[config.mk]
export PLATFORM = sky130hd
export DESIGN_NAME = irrigation_sequencer
export DESIGN_NICKNAME = d
export VERILOG_FILES = /design/src/rtl/irrigation_sequencer.sv
export SDC_FILE = /design/constraint.sdc
export NUM_CORES = 1
export LEC_CHECK = 0
export CAP_MARGIN = 20
export CORE_MARGIN = 5
export CORE_UTILIZATION = 55
export CTS_CLUSTER_DIAMETER = 40
export DETAILED_ROUTE_END_ITERATION = 10
export GPL_ROUTABILITY_DRIVEN = 0
export HOLD_SLACK_MARGIN = 0.12
export PLACE_DENSITY = 0.81
export SETUP_SLACK_MARGIN = 0.5
export SLEW_MARGIN = 0
export SYNTH_ARGS = -nofsm -noshare
export SYNTH_HDL_FRONTEND = slang
export SYNTH_SLANG_ARGS = --single-unit
export TNS_END_PERCENT = 50
[constraint.sdc]
create_clock -name clk_i -period 4.2 [get_ports clk_i]
set_input_delay 0.42 -clock clk_i [delete_from_list [all_inputs] [get_ports clk_i]]
set_output_delay 0.42 -clock clk_i [all_outputs]
set_load 0.03 [all_outputs]
[src/rtl/irrigation_sequencer.sv]
// irrigation_sequencer: watering FSM choosing sprinkler/drip bursts, soak pauses and low-tank lockout
module irrigation_sequencer #(
  parameter int SPRINKLER_TIME = 10,
  parameter int DRIP_TIME = 20,
  parameter int SOAK_TIME = 5,
  parameter int CNT_W = 8
) (
  input  logic       clk_i,
  input  logic       rst_i,
  input  logic       tick_i,
  input  logic       soil_dry_i,
  input  logic       soil_critical_i,
  input  logic       tank_low_i,
  input  logic       manual_stop_i,
  output logic       sprinkler_status_o,
  output logic       drip_status_o,
  output logic       irrigation_status_o,
  output logic       fault_o,
  output logic [2:0] state_o,
  output logic [7:0] cycle_count_o
);
  localparam logic [2:0] IDLE = 3'd0;
  localparam logic [2:0] SPRINKLE = 3'd1;
  localparam logic [2:0] DRIP = 3'd2;
  localparam logic [2:0] SOAK = 3'd3;
  localparam logic [2:0] FAULT = 3'd4;
  localparam logic [CNT_W-1:0] SPR_N = CNT_W'(SPRINKLER_TIME);
  localparam logic [CNT_W-1:0] DRIP_N = CNT_W'(DRIP_TIME);
  localparam logic [CNT_W-1:0] SOAK_N = CNT_W'(SOAK_TIME);
  logic [2:0] state_n;
  logic [CNT_W-1:0] cnt, cnt_n;
  logic [7:0] cyc_n;
  logic last;
  assign last = tick_i && cnt == CNT_W'(1);
  always_comb begin
    state_n = state_o;
    cnt_n = cnt;
    cyc_n = cycle_count_o;
    if (tank_low_i && state_o != FAULT) state_n = FAULT;
    else
      case (state_o)
        FAULT: state_n = (tick_i && !tank_low_i) ? IDLE : FAULT;
        IDLE:
          if (soil_dry_i && !manual_stop_i) begin
            state_n = soil_critical_i ? SPRINKLE : DRIP;
            cnt_n = soil_critical_i ? SPR_N : DRIP_N;
          end
        SPRINKLE, DRIP:
          if (manual_stop_i) state_n = IDLE;
          else if (!soil_dry_i) begin
            state_n = SOAK;
            cnt_n = SOAK_N;
          end else if (state_o == DRIP && soil_critical_i) begin
            state_n = SPRINKLE;
            cnt_n = SPR_N;
          end else if (last) begin
            state_n = SOAK;
            cnt_n = SOAK_N;
            cyc_n = cycle_count_o + {7'd0, ~&cycle_count_o};
          end else if (tick_i) cnt_n = cnt - CNT_W'(1);
        SOAK:
          if (manual_stop_i || last) state_n = IDLE;
          else if (tick_i) cnt_n = cnt - CNT_W'(1);
        default: state_n = IDLE;
      endcase
  end
  always_ff @(posedge clk_i) begin
    if (rst_i) begin
      state_o <= IDLE;
      cnt <= '0;
      cycle_count_o <= '0;
      sprinkler_status_o <= 1'b0;
      drip_status_o <= 1'b0;
      irrigation_status_o <= 1'b0;
      fault_o <= 1'b0;
    end else begin
      state_o <= state_n;
      cnt <= cnt_n;
      cycle_count_o <= cyc_n;
      sprinkler_status_o <= state_n == SPRINKLE;
      drip_status_o <= state_n == DRIP;
      irrigation_status_o <= state_n == SPRINKLE || state_n == DRIP;
      fault_o <= state_n == FAULT;
    end
  end
endmodule
======== Yosys cells after proc, flatten, opt, wreduce, memory -nomap -nowiden ========
Index checks and enable logic that the tools add are counted.
W data, S select, Z words.
operators by class
  add/subtract/negate cells ............... 2
  multipliers ............................. 0
  divide/modulo/power cells ............... 0
  magnitude comparators ................... 0
  equality and inequality tests ........... 12
  shift-type cells ........................ 0
  muxes and demuxes ....................... 19
  bitwise gates (word level) .............. 3
  reduce and logical (&&, ||, !) cells .... 16
operator list
  operator               count
  $mux W8                7
  $mux W3                8
  $pmux W8 S3            1
  $pmux W3 S4            1
  $eq A3 B2 Y1 const B   3
  $add A8 B1 Y8          1
  $eq A8 B1 Y1 const B   1
  $reduce_and A8 Y1      1
  $sub A8 B1 Y8 const B  1
  $eq A3 B1 Y1 const B   2
  $eq A3 B3 Y1 const B   2
  $ne A2 B2 Y1 const B   3
  $reduce_and A6 Y1      1
  $logic_and A1 B1 Y1    5
  $mux W5                1
  $reduce_and A5 Y1      1
  $logic_not A1 Y1       3
  $logic_not A3 Y1       1
  $ne A3 B3 Y1 const B   1
  $not A1 Y1             3
  $reduce_bool A3 Y1     1
  $logic_or A1 B1 Y1     2
  $mux W2                1
  $reduce_or A2 Y1       1
storage, ports and cells
  register bits ........................... 23
  bits in latches ......................... 0
  RAM bits ................................ 0
  bits in read-only memories .............. 0
  input bits .............................. 7
  output and inout bits ................... 15
  word-level logic and storage cells ...... 59
  memories kept ........................... 0

======== Depth between registers and ports, before layout ========
  depth after elaboration ................. 10
  gate-level depth with buffers ........... 8
  mapped depth without buffers ............ 8

======== Least setup slack after synthesis ========
OpenSTA, ideal clock, no wires.
  kind .................................... register to register
  start ................................... register cnt[2]
  end ..................................... register cnt[2]
  library setup time ...................... 0.122 ns
  arrival ................................. 1.903 ns
  required time ........................... 4.078 ns
  slack ................................... 2.175 ns
  cell stages (with the launch flop) ...... 7
  buffers on the path ..................... 1
  period minus slack after synthesis ...... 2.025 ns
  path through ............................ dfxtp_1 -> or4_4 -> or4_4 -> o21ai_2 -> buf_6 -> a21oi_1 -> o31a_2
between the ends
  cells in the longest elaborated chain, start to end .. 7
RTL lines
  what                                                   line        source
  from (decl)                                            31          logic [CNT_W-1:0] cnt, cnt_n;
  from (signal assigned)                                 78          cnt <= cnt_n;
  $sub A8 B1 Y8 / $eq A8 B1 Y1 (equally long branches)   60, 63, 34
  $mux W8 / $logic_and A1 B1 Y1 (equally long branches)  60, 63, 34
  $mux W8                                                56          end else if (last) begin
  $mux W8                                                53          end else if (state_o == DRIP && soil_critical_i) begin
  $mux W8                                                50          else if (!soil_dry_i) begin
  $mux W8                                                49          if (manual_stop_i) state_n = IDLE;
  $pmux W8 S3                                            41          case (state_o)
Parallel ways exist; a longest one is shown, timed or not. The select of a mux whose other input is x is not followed.
A chain may end at the register's enable or synchronous reset.

======== Final worst setup path ========
  start ................................... register cnt[5]
  end ..................................... register cnt[0]
between the ends
  cells in the longest elaborated chain, start to end .. 7
RTL lines
  what                   line  source
  $eq A8 B1 Y1 *         34    assign last = tick_i && cnt == CNT_W'(1);
  $logic_and A1 B1 Y1 *  34
  $mux W8                56
  $mux W8                53
  $mux W8                50
  $mux W8                49
  $pmux W8 S3            41
Every way passes the cells marked *; elsewhere a longest branch is shown, timed or not. The select of a mux whose other input is x is not followed.

==> results.sh <==
export IMPL_root_buffer="clkbuf_4"
export IMPL_synth_area_sq_mm=0.00141
export IMPL_cts_made_buffers=3
export IMPL_start_util=0.574
export IMPL_wl_microns=3360
export IMPL_intPower_mw=0.286
export IMPL_clkPwrFrac=0.258
export IMPL_ys_seq_area_frac=0.327
export IMPL_hp_class="reg2reg"
export IMPL_ys_async_sr_fraction=0
export IMPL_cts_max_level=1
export IMPL_synth_edff_count=0
export IMPL_layout_common_cells="23 x dfxtp_1, 21 x clkdlybuf4s50_1, 17 x nor2_1, 15 x nand2_1, 15 x a21oi_1"
export IMPL_fin_setup_tns_ns=0
export IMPL_placed_cell_area_sq_mm=0.00161
export IMPL_cp_required_ns=4.42
export IMPL_final_hold_viol_count=0
export IMPL_post_route_util=0.666
export IMPL_r2r_start="cnt[5]$_SDFFE_PP0P_"
export IMPL_io_buffers=21
export IMPL_first_pass_iters=4
export IMPL_clock_path_buffers=2
export IMPL_drt_iter0_markers=100
export IMPL_syn_avg_cell_area_sq_um=7.91
export IMPL_final_area_sq_mm=0.00163
export IMPL_switching_power_mw=0.116
export IMPL_leakage_nw=0.597
export IMPL_swShare=0.289
export IMPL_grt_pass1_vias=1249
export IMPL_fillers=218
export IMPL_power_mw=0.402
export IMPL_syn_num_nets=189
export IMPL_grt_remaining_overflow=0
export IMPL_die_x_microns=60.6
export IMPL_status="finished clean"
export IMPL_hold_slack_ns=0.510
export IMPL_postCtsResizedCells=0
export IMPL_fin_crit_sh=0.577
export IMPL_setup_violations=0
export IMPL_synth_area_top_cells="dfxtp_1 33%, a21oi_1 5.3%, nor2_1 4.5%"
export IMPL_ir_drop_mv=0.250
export IMPL_drc=0
export IMPL_routedWlPerCell_microns=15.1
export IMPL_diodes=0
export IMPL_hold_depth=2
export IMPL_yosys_warnings=0
export IMPL_viasPerCell=6.19
export IMPL_cp_max_fo=13
export IMPL_layout_min_cycle_time_ns=2.43
export IMPL_vias=1374
export IMPL_fmax_ghz=0.412
export IMPL_path_clk_slew_ns=0.13
export IMPL_dp_hpwl_microns=2480
export IMPL_ys_seq_elements=23
export IMPL_grt_first_pass_wirelength_microns=5660
export IMPL_slew_violations=0
export IMPL_ys_types=47
export IMPL_path_class="reg2reg"
export IMPL_rrSetupSlack_ns=1.77
export IMPL_critPathArrivalTime_ns=2.64
export IMPL_cp_common_cell="or4_4"
export IMPL_cp_start_kind="register"
export IMPL_layout_area_overhead_vs_synth_pct=16.0
export IMPL_critPathMaxStageDelay_ns=0.54
export IMPL_drive_gt1_frac=0.0573
export IMPL_dieArea_sq_mm=0.00367
export IMPL_antenna_found_initial=0
export IMPL_skew_ns=0.00459
export IMPL_yosysTopAreaCell="dfxtp_1"
export IMPL_p_per_area_mw_per_mm2=246
export IMPL_cap_violations=0
export IMPL_ioPinCount=22
export IMPL_synth_flop_cell="dfxtp_1"
export IMPL_crit_slowest_cell="or4_4"
export IMPL_final_common_cell="dfxtp_1"
export IMPL_track_usage=0.199
export IMPL_clk_latency_ns=0.31
export IMPL_rsz0062_at_grt="no"
export IMPL_slew_limit_headroom=0.471
export IMPL_r2r_cells=5
export IMPL_p_comb_frac=0.171
export IMPL_cp_end_kind="register"
export IMPL_cts_hold_fix_buffers=0
export IMPL_core_sq_mm=0.00245
export IMPL_hold_start="cycle_count_o[0]$_SDFFE_PP0P_"
export IMPL_fin_cells=222
export IMPL_startpoint="cnt[5]$_SDFFE_PP0P_"
export IMPL_crit_path_cell_trace="or4_4 -> or4_4 -> o21ai_2 -> nor2_1 -> a221oi_2"
export IMPL_placementRows=18
export IMPL_numClockSinks=23
export IMPL_dp_cells=218
export IMPL_cts_tree="done"
export IMPL_fp_dieH_microns=60.6
export IMPL_power_frac_seq=0.571
export IMPL_setup_ws_ns=1.77
export IMPL_layout_nets=204
export IMPL_pre_cts_ws_ns=1.53
export IMPL_postCtsSetupBuffers=0
export IMPL_tightest_slew_ns=0.791
export IMPL_synth_cells=178
export IMPL_yosys_area_top_type_share=0.327
export IMPL_postRouteAntennaNets=0
export IMPL_grt_max_degree=23
[routing by layer]
metal	wire length, microns	GRT usage	up-vias
li1	-	-	687
met1	1560	0.272	623
met2	1520	0.321	54
met3	223	0.0404	10
met4	56	0.0526	0
met5	0	0	-
[cells in the mapped netlist, drive strengths merged, types with 3 or more instances]
cell type   n
nand2      15
xor2        6
inv         8
a21oi      15
nand2b      4
nand3       8
dfxtp      23
and2        3
a211oi      4
ha          4
clkbuf      9
o32ai       5
nor2       17
nand4       8
a31oi       5
nor3b       3
nor3        5
[flip-flops by register name, indices dropped and copies added (netlist names)]
register and count:
drip_status_o 1, cycle_count_o 8, fault_o 1, state_o 3, irrigation_status_o 1, cnt 8, sprinkler_status_o 1
[kinds of logic after synthesis]
family,after synthesis,synth area share
compound gates,47,0.240
xor+xnor,8,0.0497
fa+ha+maj,4,0.0355
buf+inv,19,0.0568
flops,23,0.327
mux,1,0.00711
simple gates,76,0.284
[layout make-up]
cell class                      count  area, sq um  share of cell area
Inverter                            8         30.0              0.0184
Clock inverter                      1         5.00             0.00306
Tap cell                           30         37.5              0.0230
Sequential cell                    23          460               0.282
Clock buffer                        3         22.5              0.0138
Multi-Input combinational cell    136          868               0.531
Timing Repair Buffer               21          210               0.129
[worst max-delay path, delay by kind of cell, from the launching register on]
| kind | cells | cell delay [ns] |
|---|---|---|
| compound gates | 2 | 0.75 |
| flops | 1 | 0.40 |
| simple gates | 3 | 1.19 |
[power by group through the flow]
| stage | registers (mW) | clock network (mW) | logic (mW) |
|---|---|---|---|
| 5_1_grt | 0.230 | 0.117 | 0.0760 |
| 3_5_place_dp | 0.234 | 0 | 0.0674 |
| 4_1_cts | 0.229 | 0.106 | 0.0678 |
| 6_report | 0.229 | 0.104 | 0.0687 |
| 2_1_floorplan | 0.235 | 0 | 0.0466 |
| 3_3_place_gp | 0.233 | 0 | 0.0658 |
[path summary, 6_finish.rpt]
kind,to
setup reg to reg,cnt[0]$_SDFFE_PP0P_
setup / recovery,cnt[0]$_SDFFE_PP0P_
hold reg to reg,cycle_count_o[0]$_SDFFE_PP0P_
hold / removal,cycle_count_o[0]$_SDFFE_PP0P_
(Power assumes the default switching activity.)
==> RTL edit: new RTL, config.mk and constraints unchanged <==
Change the parameter `CNT_W` from 8 to 12.
--- a/src/rtl/irrigation_sequencer.sv
+++ b/src/rtl/irrigation_sequencer.sv
@@ -3,7 +3,7 @@
   parameter int SPRINKLER_TIME = 10,
   parameter int DRIP_TIME = 20,
   parameter int SOAK_TIME = 5,
-  parameter int CNT_W = 8
+  parameter int CNT_W = 12
 ) (
   input  logic       clk_i,
   input  logic       rst_i,
Check against the original RTL: same outputs for any inputs over 10 cycles, from zero or initial values and one cycle with rst_i high; that may be too few to reach the edited logic, so the function may still have changed.
==> RTL edit against the original RTL <==
- combinational power increased by 14%
- cell area increased by 20%
- total power increased by 18%
- worst hold slack improved by 0.011 ns
- largest power group unchanged
- sequential power increased by 18%
- synthesized area increased by 21%
- routed wire length increased by 20%
- non-clock buffer count unchanged
- setup slack improved by 0.16 ns
- sequential cell count increased by 4
==> RTL edit: results (changes against the original RTL) <==
\begin{tabular}{lr}
\hline
Metric & Value \\
\hline
\multicolumn{2}{l}{\textbf{Synth}} \\
\quad Cell types with the largest area share after synthesis & sky130\_fd\_sc\_hd\_\_dfxtp\_1 32\%, sky130\_fd\_sc\_hd\_\_a21oi\_1 4.7\%, sky130\_fd\_sc\_hd\_\_nor2\_1 4.4\%, sky130\_fd\_sc\_hd\_\_nand4\_1 3.3\%, sky130\_fd\_sc\_hd\_\_ha\_1 2.9\% \\
\quad Count of cell types in the netlist & 56 (+19\%) \\
\quad Commonest cells in the synthesized netlist & 27 x sky130\_fd\_sc\_hd\_\_dfxtp\_1, 20 x sky130\_fd\_sc\_hd\_\_nor2\_1, 16 x sky130\_fd\_sc\_hd\_\_a21oi\_1, 12 x sky130\_fd\_sc\_hd\_\_nand2\_1, 9 x sky130\_fd\_sc\_hd\_\_nand4\_1 \\
\quad Net count after synthesis & 209 (+11\%) \\
\multicolumn{2}{l}{\textbf{Global routing}} \\
\quad Maximum number of pins on one net before global-route repair & 27 (+17\%) \\
\quad First-pass GRT wire length & 6970 um (+23\%) \\
\quad Via count of the first global-routing pass & 1553 (+24\%) \\
\quad Overall routing resource usage & 20.1\% (+0.18 points) \\
\multicolumn{2}{l}{\textbf{Clocking}} \\
\quad Insertion delay of the later-clocked pin in the worst-skew pair & 0.35 ns (+0.04 ns) \\
\quad CTS clk-pin slew, worst paths & 0.16 ns (+0.03 ns) \\
\multicolumn{2}{l}{\textbf{Detailed routing}} \\
\quad Via density per instance & 6.17 (-0.31\%) \\
\quad Violation count after the first detailed-route iteration & 185 (+85\%) \\
\quad Final routed wire length divided by cell count & 15.6 um (+2.9\%) \\
\multicolumn{2}{l}{\textbf{Setup path}} \\
\quad Critical path peak fanout & 17 (+4) \\
\quad Slowest cell on the critical path & sky130\_fd\_sc\_hd\_\_clkdlybuf4s50\_1 \\
\quad R2R Setup Slk & 2.14 ns (+0.37 ns) \\
\quad Cell family contributing the most delay on the critical path & buffers and inverters \\
\quad Largest stage delay on the critical path & 0.78 ns (+0.24 ns) \\
\multicolumn{2}{l}{\textbf{Cells and area}} \\
\quad Number of flip-flops and latches & 27 (+17\%) \\
\quad Layout Nets & 227 (+11\%) \\
\quad Share of layout cells above drive strength 1 & 9.77\% (+4.0 points) \\
\quad Relative area of non-clock buffer cells in the final design & 10.7\% (-2.2 points) \\
\quad Number of multi-input combinational cells & 155 (+14\%) \\
\quad Register fraction of the total cell area & 27.5\% (-0.68 points) \\
\quad Final-layout fill cell count & 249 (+14\%) \\
\quad Clock Network Area Fraction & 1.53\% (-0.16 points) \\
\multicolumn{2}{l}{\textbf{Pwr}} \\
\quad Maximum ir drop on the vdd rail & 0.113 mV (-55\%) \\
\quad Leakage power & 0.678 nW (+14\%) \\
\multicolumn{2}{l}{\textbf{STA}} \\
\quad Worst clock skew on the final layout & 0.00866 ns (+0.00407 ns) \\
\multicolumn{2}{l}{\textbf{Outcome}} \\
\quad Result of the run & finished clean \\
\hline
\end{tabular}
## RTL edit: metrics by stage
stage	util [%]	setup slack, ns	hold WS, ns	instance area (um^2)	cells
after detailed placement	63.9	1.61	0.503	1940	255
final	64.9	1.93	0.521	1970	259
after global routing	64.9	1.84	0.564	1970	259
after global placement	63.9	1.71	0.474	1940	255
after CTS	64.9	1.94	0.520	1970	259
after floorplan	-	2.24	0.489	1710	198
## RTL edit: routing by layer
layer	vias to the layer above	wire length [um]	share of wire [%]	global-route usage [%]
met3	8	248	6.1	3.25
li1	782	-	-	-
met1	755	1740	43	25.7
met5	-	0	0	0
met2	53	1970	49	33.7
met4	0	74	1.8	7.25
## RTL edit: path summary, 6_finish.rpt
check | startpoint | cells after the start | endpoint
worst min-delay path | cycle_count_o[6]$_SDFFE_PP0P_ | 2 | cycle_count_o[6]$_SDFFE_PP0P_
worst max register to register | state_o[1]$_SDFF_PP0_ | 5 | cnt[0]$_SDFFE_PP0P_
worst min register to register | cycle_count_o[6]$_SDFFE_PP0P_ | 2 | cycle_count_o[6]$_SDFFE_PP0P_
worst max-delay path | state_o[2]$_SDFF_PP0_ | 1 | state_o[2]
## RTL edit: cells by family (layout without fill, tap and decap cells)
family | count (synthesis) | in the layout | synth area share, %
simple gates | 88 | 88 | 33.0
buf+inv | 16 | 33 | 4.10
fa+ha+maj | 4 | 4 | 2.93
flops | 27 | 27 | 31.6
mux | 2 | 2 | 1.17
compound gates | 54 | 54 | 23.6
xor+xnor | 7 | 7 | 3.58
## RTL edit: power breakdown
part           switching [mW]  internal (mW)
sequential            0.00859          0.261
combinational          0.0467         0.0318
clock                  0.0877         0.0367
total                   0.143          0.330
